===== src/rtl/mem_ctrl.sv =====
// Byte-serial RAM controller shared by instruction fetch and load/store.
// Transfers 1, 2 or 4 little-endian bytes through an 8-bit synchronous RAM.
module mem_ctrl #(
  parameter int ADDR_WIDTH = 17
) (
  input  logic                  clk,
  input  logic                  rst,
  input  logic                  if_req_i,
  input  logic [31:0]           if_addr_i,
  input  logic                  mem_req_i,
  input  logic                  mem_we_i,
  input  logic [1:0]            mem_width_i,
  input  logic [31:0]           mem_addr_i,
  input  logic [31:0]           mem_wdata_i,
  input  logic [7:0]            ram_din_i,
  output logic [ADDR_WIDTH-1:0] ram_addr_o,
  output logic [7:0]            ram_dout_o,
  output logic                  ram_wr_o,
  output logic [31:0]           if_inst_o,
  output logic                  if_done_o,
  output logic [31:0]           mem_data_o,
  output logic                  mem_done_o,
  output logic                  busy_o
);

  typedef enum logic [1:0] {
    S_IDLE,
    S_READ,
    S_WRITE,
    S_DONE
  } state_t;

  state_t                r_state;
  logic [ADDR_WIDTH-1:0] r_base;
  logic [2:0]            r_cnt;
  logic [2:0]            r_n;
  logic [31:0]           r_wdata;
  logic [31:0]           r_rdata;
  logic [31:0]           r_inst;
  logic [31:0]           r_data;
  logic                  r_is_if;

  logic [ADDR_WIDTH-1:0] w_addr;
  logic [2:0]            w_cm1;
  logic [31:0]           w_rnext;
  logic                  w_last;
  logic                  w_unused;

  assign w_addr = r_base + ADDR_WIDTH'(r_cnt);
  assign w_cm1  = r_cnt - 3'd1;
  assign w_last = (r_cnt == r_n);

  // RAM data lags its address by one cycle, so cycle k fills byte k-1
  always_comb begin
    w_rnext = r_rdata;
    w_rnext[8*w_cm1[1:0] +: 8] = ram_din_i;
  end

  always_ff @(posedge clk or negedge rst) begin
    if (!rst) begin
      r_state <= S_IDLE;
      r_base  <= '0;
      r_cnt   <= '0;
      r_n     <= '0;
      r_wdata <= '0;
      r_rdata <= '0;
      r_inst  <= '0;
      r_data  <= '0;
      r_is_if <= 1'b0;
    end else begin
      unique case (r_state)
        S_IDLE: begin
          r_cnt   <= '0;
          r_rdata <= '0;
          if (mem_req_i) begin
            r_is_if <= 1'b0;
            r_base  <= mem_addr_i[ADDR_WIDTH-1:0];
            r_wdata <= mem_wdata_i;
            r_n     <= mem_width_i[1] ? 3'd4 :
                       mem_width_i[0] ? 3'd2 : 3'd1;
            r_state <= mem_we_i ? S_WRITE : S_READ;
          end else if (if_req_i) begin
            r_is_if <= 1'b1;
            r_base  <= if_addr_i[ADDR_WIDTH-1:0];
            r_n     <= 3'd4;
            r_state <= S_READ;
          end
        end
        S_READ: begin
          if (r_cnt != 3'd0) r_rdata <= w_rnext;
          if (w_last) begin
            r_state <= S_DONE;
            if (r_is_if) r_inst <= w_rnext;
            else         r_data <= w_rnext;
          end else begin
            r_cnt <= r_cnt + 3'd1;
          end
        end
        S_WRITE: begin
          if (r_cnt == r_n - 3'd1) r_state <= S_DONE;
          else                     r_cnt   <= r_cnt + 3'd1;
        end
        S_DONE: r_state <= S_IDLE;
        default: r_state <= S_IDLE;
      endcase
    end
  end

  assign busy_o     = (r_state == S_READ) || (r_state == S_WRITE);
  assign ram_wr_o   = (r_state == S_WRITE);
  assign ram_addr_o = (ram_wr_o || (r_state == S_READ && !w_last)) ?
                      w_addr : '0;
  assign ram_dout_o = ram_wr_o ? r_wdata[8*r_cnt[1:0] +: 8] : 8'h00;
  assign if_done_o  = (r_state == S_DONE) && r_is_if;
  assign mem_done_o = (r_state == S_DONE) && !r_is_if;
  assign if_inst_o  = r_inst;
  assign mem_data_o = r_data;

  assign w_unused = ^{if_addr_i[31:ADDR_WIDTH],
                      mem_addr_i[31:ADDR_WIDTH], w_cm1[2]};

endmodule


===== config.mk =====
export PLATFORM = sky130hd
export DESIGN_NAME = mem_ctrl
export DESIGN_NICKNAME = d
export VERILOG_FILES = /design/src/rtl/mem_ctrl.sv
export SDC_FILE = /design/constraint.sdc
export NUM_CORES = 1
export LEC_CHECK = 0
export CAP_MARGIN = 20
export CORE_MARGIN = 4
export CORE_UTILIZATION = 30
export CTS_CLUSTER_SIZE = 8
export DETAILED_ROUTE_END_ITERATION = 16
export SLEW_MARGIN = 25
export SYNTH_ARGS = -nofsm -noshare
export SYNTH_HDL_FRONTEND = slang
export SYNTH_SLANG_ARGS = --single-unit

===== constraint.sdc =====
create_clock -name clk -period 3 [get_ports clk]
set_input_delay 0.45 -clock clk [delete_from_list [all_inputs] [get_ports clk]]
set_output_delay 0.45 -clock clk [all_outputs]
set_load 0.05 [all_outputs]

==> results of run 1 <==
worst reg2reg max path, delay by kind of cell (launching register included):
family | cells | cell delay (ns)
flops | 1 | 0.39
buf+inv | 3 | 0.67
compound gates | 3 | 1.15
fa+ha+maj | 1 | 0.19
cell families after synthesis:
group	count (synthesis)	synth area share, %
xor+xnor	14	1.88
compound gates	117	10.6
fa+ha+maj	17	3.00
mux	125	20.1
simple gates	110	7.47
flops	154	52.5
buf+inv	77	4.38
worst max-delay path by stage:
stage               startpoint             end  slack, ns  cells past startpoint
detailed placement    r_cnt[1]  ram_addr_o[16]       0.40                      7
global route         r_base[0]  ram_addr_o[14]      0.003                      8
global placement      r_cnt[1]  ram_addr_o[16]       0.44                      7
floorplan           r_state[0]   ram_addr_o[2]      0.003                      5
finish               r_base[0]  ram_addr_o[14]       0.11                      8
CTS                   r_cnt[1]  ram_addr_o[16]       0.01                      7
power groups by stage:
stage / Clock, mW / Sequential (mW) / Combinational [mW]
6_report: 2.27 / 3.26 / 5.53
5_1_grt: 2.43 / 3.36 / 5.93
4_1_cts: 2.34 / 3.26 / 5.54
3_5_place_dp: 0 / 3.29 / 5.52
3_3_place_gp: 0 / 3.27 / 5.49
2_1_floorplan: 0 / 4.09 / 2.89
flip-flops by register name, summed over array words and instances (netlist names):
name	cells
r_base	17
r_wdata	32
r_state	2
r_is_if	1
r_rdata	32
mem_data_o	32
if_inst_o	32
r_cnt	3
r_n	3
layout make-up:
type | instances | share of cell area (%)
inverters | 38 | 1.41
repair buffers | 192 | 18.7
multi-input cells | 383 | 31.9
clock buffers | 20 | 4.50
well taps | 319 | 3.93
flip-flops and latches | 154 | 38.0
clock inverters | 12 | 1.58
metrics by stage:
stage          instances  instance area [um^2]  power [mW]  setup slack (ns)
2_1_floorplan        614                  7340        6.98           0.00269
3_3_place_gp        1084                  9460        8.76             0.440
3_5_place_dp        1084                  9460        8.81             0.401
4_1_cts             1116                 10100        11.1            0.0101
5_1_grt             1118                 10200        11.7           0.00320
6_report            1118                 10200        11.1             0.114
metal layers:
metal  vias to the layer above  part of all wire, %  global-route usage, %
met5                         -                    0                      0
met4                         0                 0.78                   3.35
met3                         8                  5.2                   3.96
met2                       115                   48                   22.7
met1                      2657                   46                   19.5
li1                       2518                    -                      -
cell usage in the layout, fill, tap and decap left out, types with 5 or more instances in the layout:
cell type / count
mux4_2: 8
clkdlybuf4s50_1: 147
xnor2_1: 11
clkbuf_16: 17
ha_1: 14
nor2_1: 12
buf_12: 7
a22o_1: 41
dfrtp_1: 154
nand3_1: 5
o21ai_0: 48
nand2_1: 52
and2_1: 14
a21oi_1: 12
inv_1: 36
buf_4: 37
mux2_2: 95
mux2i_1: 20
repair_timing:
| item | 4_1_cts | 5_1_grt |
|---|---|---|
| setup endpoints to repair | 2 | 4 |
| hold buffers | 0 | 0 |
| resized for setup | 2 | 9 |
| pin swaps | 0 | 5 |
| buffers inserted | 0 | 2 |
==> impl_metrics.toml, run 1 <==
[clock_network]
cts_made_buffers = 17
cts_root_buf = "clkbuf_16"
clk_pin_slew_ns = 0.07
cts.sinks = 154
h-tree-depth = 4
cts_tree = "done"
clkLatencyLatePin_ns = 0.42
clockBufferDepth = 2

[cells_and_area]
drive_gt1_share_pct = 24.2
area_delta_synth_final_pct = 38.4
multi_input_area_um2 = 3240
fillers = 2228
regArea_um2 = 3850
final_core_util_pct = 42.7
fin_nets = 914
diodes = 0

[yosys]
synth-edff-count = 0
synth.area.top_cells = "dfrtp_1 53%, mux2_2 15%, a22o_1 4.9%"
yosysWarnings = 0
synthTopCellsByCount = "154 x dfrtp_1, 95 x mux2_2, 52 x nand2_1"
synth_top_area_share_pct = 52.5
synth.largest_area_cell = "dfrtp_1"
ys_seq_elements = 154
async_flop_share_pct = 100
synth.distinct_cells = 47
synth_nets = 742
synthCells = 614
avgSynthCellArea_um2 = 11.9
synth_area_um2 = 7330
synth_ff_type = "dfrtp_1"
ys_seq_area_share_pct = 52.5
yosysMostFrequentCell = "dfrtp_1"

[critical_path]
end_kind = "output pin"
path_buf_inv = 2
worstPathMaxFanout = 5
critPathTopFamily = "adder cells"
r2r_slack_ns = 0.53
cp.required_ns = 2.55
reg2reg_from = "r_cnt[0]"
cp.arrival_ns = 2.44
critPathMaxStageDelay_ns = 0.39
crit_chain = "ha_2, inv_1, fa_2, nor2b_4, o2111ai_4, or3_1, a21oi_2, buf_12"
r2r-end = "r_rdata[5]"
worstSetupStartpointType = "register"
rr_worst_depth = 7
critPathSlowestCell = "or3_1"
critPathKind = "register to output pin"

[placement]
hpwl_um = 13300
place.gp.congestion = 0.782
io_buffers = 173

[pwr]
p_leak_nw = 4.40
peakVddDrop_uv = 630
internal-power_mw = 6.39
p_per_area_nw_per_um2 = 1090
clock_power_share_pct = 20.5
p_seq_share_pct = 29.5
p_sw_share_pct = 42.2
p_sw_mw = 4.67
comb_power_share_pct = 50.0

[die]
die_area_um2 = 27000
rows = 56
io_pins = 204
dieWidth_um = 164
core_um2 = 23800
initial_core_util_pct = 30.9
die_y_um = 164

[sta]
rsz0062_at_grt = "no"
final_hold_viol_count = 0
finalCriticalPeriod_ns = 2.89
fin_setup_tns_ns = 0
setup_viol = 0
whs_ns = 0.0125
skew_ns = 0.0100
drv_slew = 0
timing.fmax_mhz = 347
finalCritPeriodShare_pct = 96.2
relSlewSlack_pct = 53.0
tightest_slew_ns = 0.702

[global_routing]
antenna_found_initial = 0
grt_overflow = 0
grt_max_degree = 62
grt_usage_pct = 14.3
grt_pass1_wl_um = 30200
first_global_vias = 5419

[outcome]
outcome = "finished, final reports clean"

[drt]
num_vias = 5298
vias_per_cell = 4.74
totalWireLength_um = 19000
wl_per_cell_um = 17.0
first_iter_violations = 340
drtPass1Iterations = 4
ant_nets = 0
remaining_drc_errors = 0

[worst_hold_path]
hp-class = "input pin to asynchronous set/reset pin"

[run]
drv_cap = 0
Note: power is estimated with default switching activity, not from simulation.
==> run 2: changes to the inputs <==
--- a/config.mk
+++ b/config.mk
@@ -10,6 +10,7 @@
 export CORE_UTILIZATION = 30
 export CTS_CLUSTER_SIZE = 8
 export DETAILED_ROUTE_END_ITERATION = 16
+export GPL_ROUTABILITY_DRIVEN = 0
 export SLEW_MARGIN = 25
 export SYNTH_ARGS = -nofsm -noshare
 export SYNTH_HDL_FRONTEND = slang
==> results of run 2 <==
Final layout, timing and power as in run 1 (identical DEF).
==> run 3: changes to the inputs <==
--- a/config.mk
+++ b/config.mk
@@ -11,6 +11,7 @@
 export CTS_CLUSTER_SIZE = 8
 export DETAILED_ROUTE_END_ITERATION = 16
 export GPL_ROUTABILITY_DRIVEN = 0
+export REMOVE_ABC_BUFFERS = 1
 export SLEW_MARGIN = 25
 export SYNTH_ARGS = -nofsm -noshare
 export SYNTH_HDL_FRONTEND = slang
==> impl_metrics.toml, run 3 (synthesized netlist as in run 1, its figures left out) <==
[outcome]
outcome = "finished, final reports clean"

[die]
rows = 56
core_um2 = 23800
die_area_um2 = 27000
io_pins = 204
die_y_um = 164
initial_core_util_pct = 30.9
dieWidth_um = 164

[drt]
wl_per_cell_um = 16.5
vias_per_cell = 4.74
drtPass1Iterations = 4
first_iter_violations = 295
num_vias = 5299
totalWireLength_um = 18400
ant_nets = 0
remaining_drc_errors = 0

[critical_path]
end_kind = "output pin"
cp.required_ns = 2.55
worstPathMaxFanout = 7
worstSetupStartpointType = "register"
cp.arrival_ns = 2.43
critPathKind = "register to output pin"

[placement]
dpl-instance-area_um2 = 9450
dp_slack_ns = 0.298
io_buffers = 173
hpwl_um = 13200
placed_cells = 1084

[clock_network]
clk_pin_slew_ns = 0.06
cts_tree = "done"
h-tree-depth = 4
cts_root_buf = "clkbuf_16"
clockBufferDepth = 2
cts_made_buffers = 17
clkLatencyLatePin_ns = 0.42
cts.sinks = 154

[cells_and_area]
layout_common_cells = "153 x dfrtp_1, 147 x clkdlybuf4s50_1, 95 x mux2_2"
final_core_util_pct = 42.6
area_delta_synth_final_pct = 38.0
final_common_cell = "dfrtp_1"
fillers = 2265
diodes = 0
design_area_um2 = 10100
final_cells = 1119
fin_nets = 916
drive_gt1_share_pct = 24.3

[pwr]
p_leak_nw = 4.37
peakVddDrop_uv = 560
total_power_mw = 10.9
p_per_area_nw_per_um2 = 1080

[global_routing]
antenna_found_initial = 0
grt_overflow = 0
grt_pass1_wl_um = 29700
grt_max_degree = 75
first_global_vias = 5448
grt_usage_pct = 14.1

[sta]
timing.fmax_mhz = 347
skew_ns = 0.00785
setup_viol = 0
final_hold_viol_count = 0
fin_ws_ns = 0.116
finalCriticalPeriod_ns = 2.88
tightest_slew_ns = 0.733
whs_ns = 0.0557
finalCritPeriodShare_pct = 96.1
relSlewSlack_pct = 50.9
drv_slew = 0
rsz0062_at_grt = "no"
fin_setup_tns_ns = 0

[run]
drv_cap = 0

[worst_hold_path]
hp-class = "input pin to asynchronous set/reset pin"
==> run 3: layer usage <==
metal	vias to the layer above	global-route usage, %	part of all wire (%)
met1	2609	18.8	46
met3	15	4.79	8.0
met2	161	22.1	45
met4	0	3.66	1.1
met5	-	0	0
li1	2514	-	-
==> run 3: repair_timing <==
action,CTS,global route
resized for setup,12,4
buffers inserted,1,3
hold buffers,0,0
pin swaps,4,6
gates cloned,0,0
setup endpoints to repair,4,5
endpoints found under the hold margin,0,0
==> run 3: final timing paths <==
path	slack [ns]	startpoint	endpoint	cells past startpoint
max	0.12	r_cnt[2]	ram_addr_o[15]	6
min	0.06	rst	if_inst_o[0]	1
max reg2reg	0.56	r_cnt[0]	r_rdata[31]	7
min reg2reg	0.49	mem_data_o[6]	mem_data_o[6]	1
max in group asynchronous	2.16	rst	r_rdata[16]	2
min in group clk	0.49	mem_data_o[6]	mem_data_o[6]	1
==> run 3: cell type report <==
class / instances / area, um^2 / area share, %
flip-flops and latches: 154 / 3850 / 38.1
inverters: 38 / 143 / 1.41
well taps: 319 / 399 / 3.94
multi-input cells: 383 / 3230 / 31.9
clock inverters: 9 / 90.1 / 0.890
clock buffers: 22 / 474 / 4.69
repair buffers: 194 / 1930 / 19.0
==> run 3: power by group <==
part	internal [mW]	leakage [nW]	total, mW	switching, mW
clock network	1.21	0.261	2.07	0.860
registers	2.80	1.98	3.27	0.467
logic	2.26	2.13	5.55	3.29
total	6.27	4.37	10.9	4.62
==> run 3: worst max-delay path, stage by stage (launching register included) <==
cell	delay, ns
dfrtp_2	0.47
ha_4	0.31
a21oi_1	0.15
a21o_1	0.26
or4_1	0.49
a21oi_2	0.17
buf_6	0.18
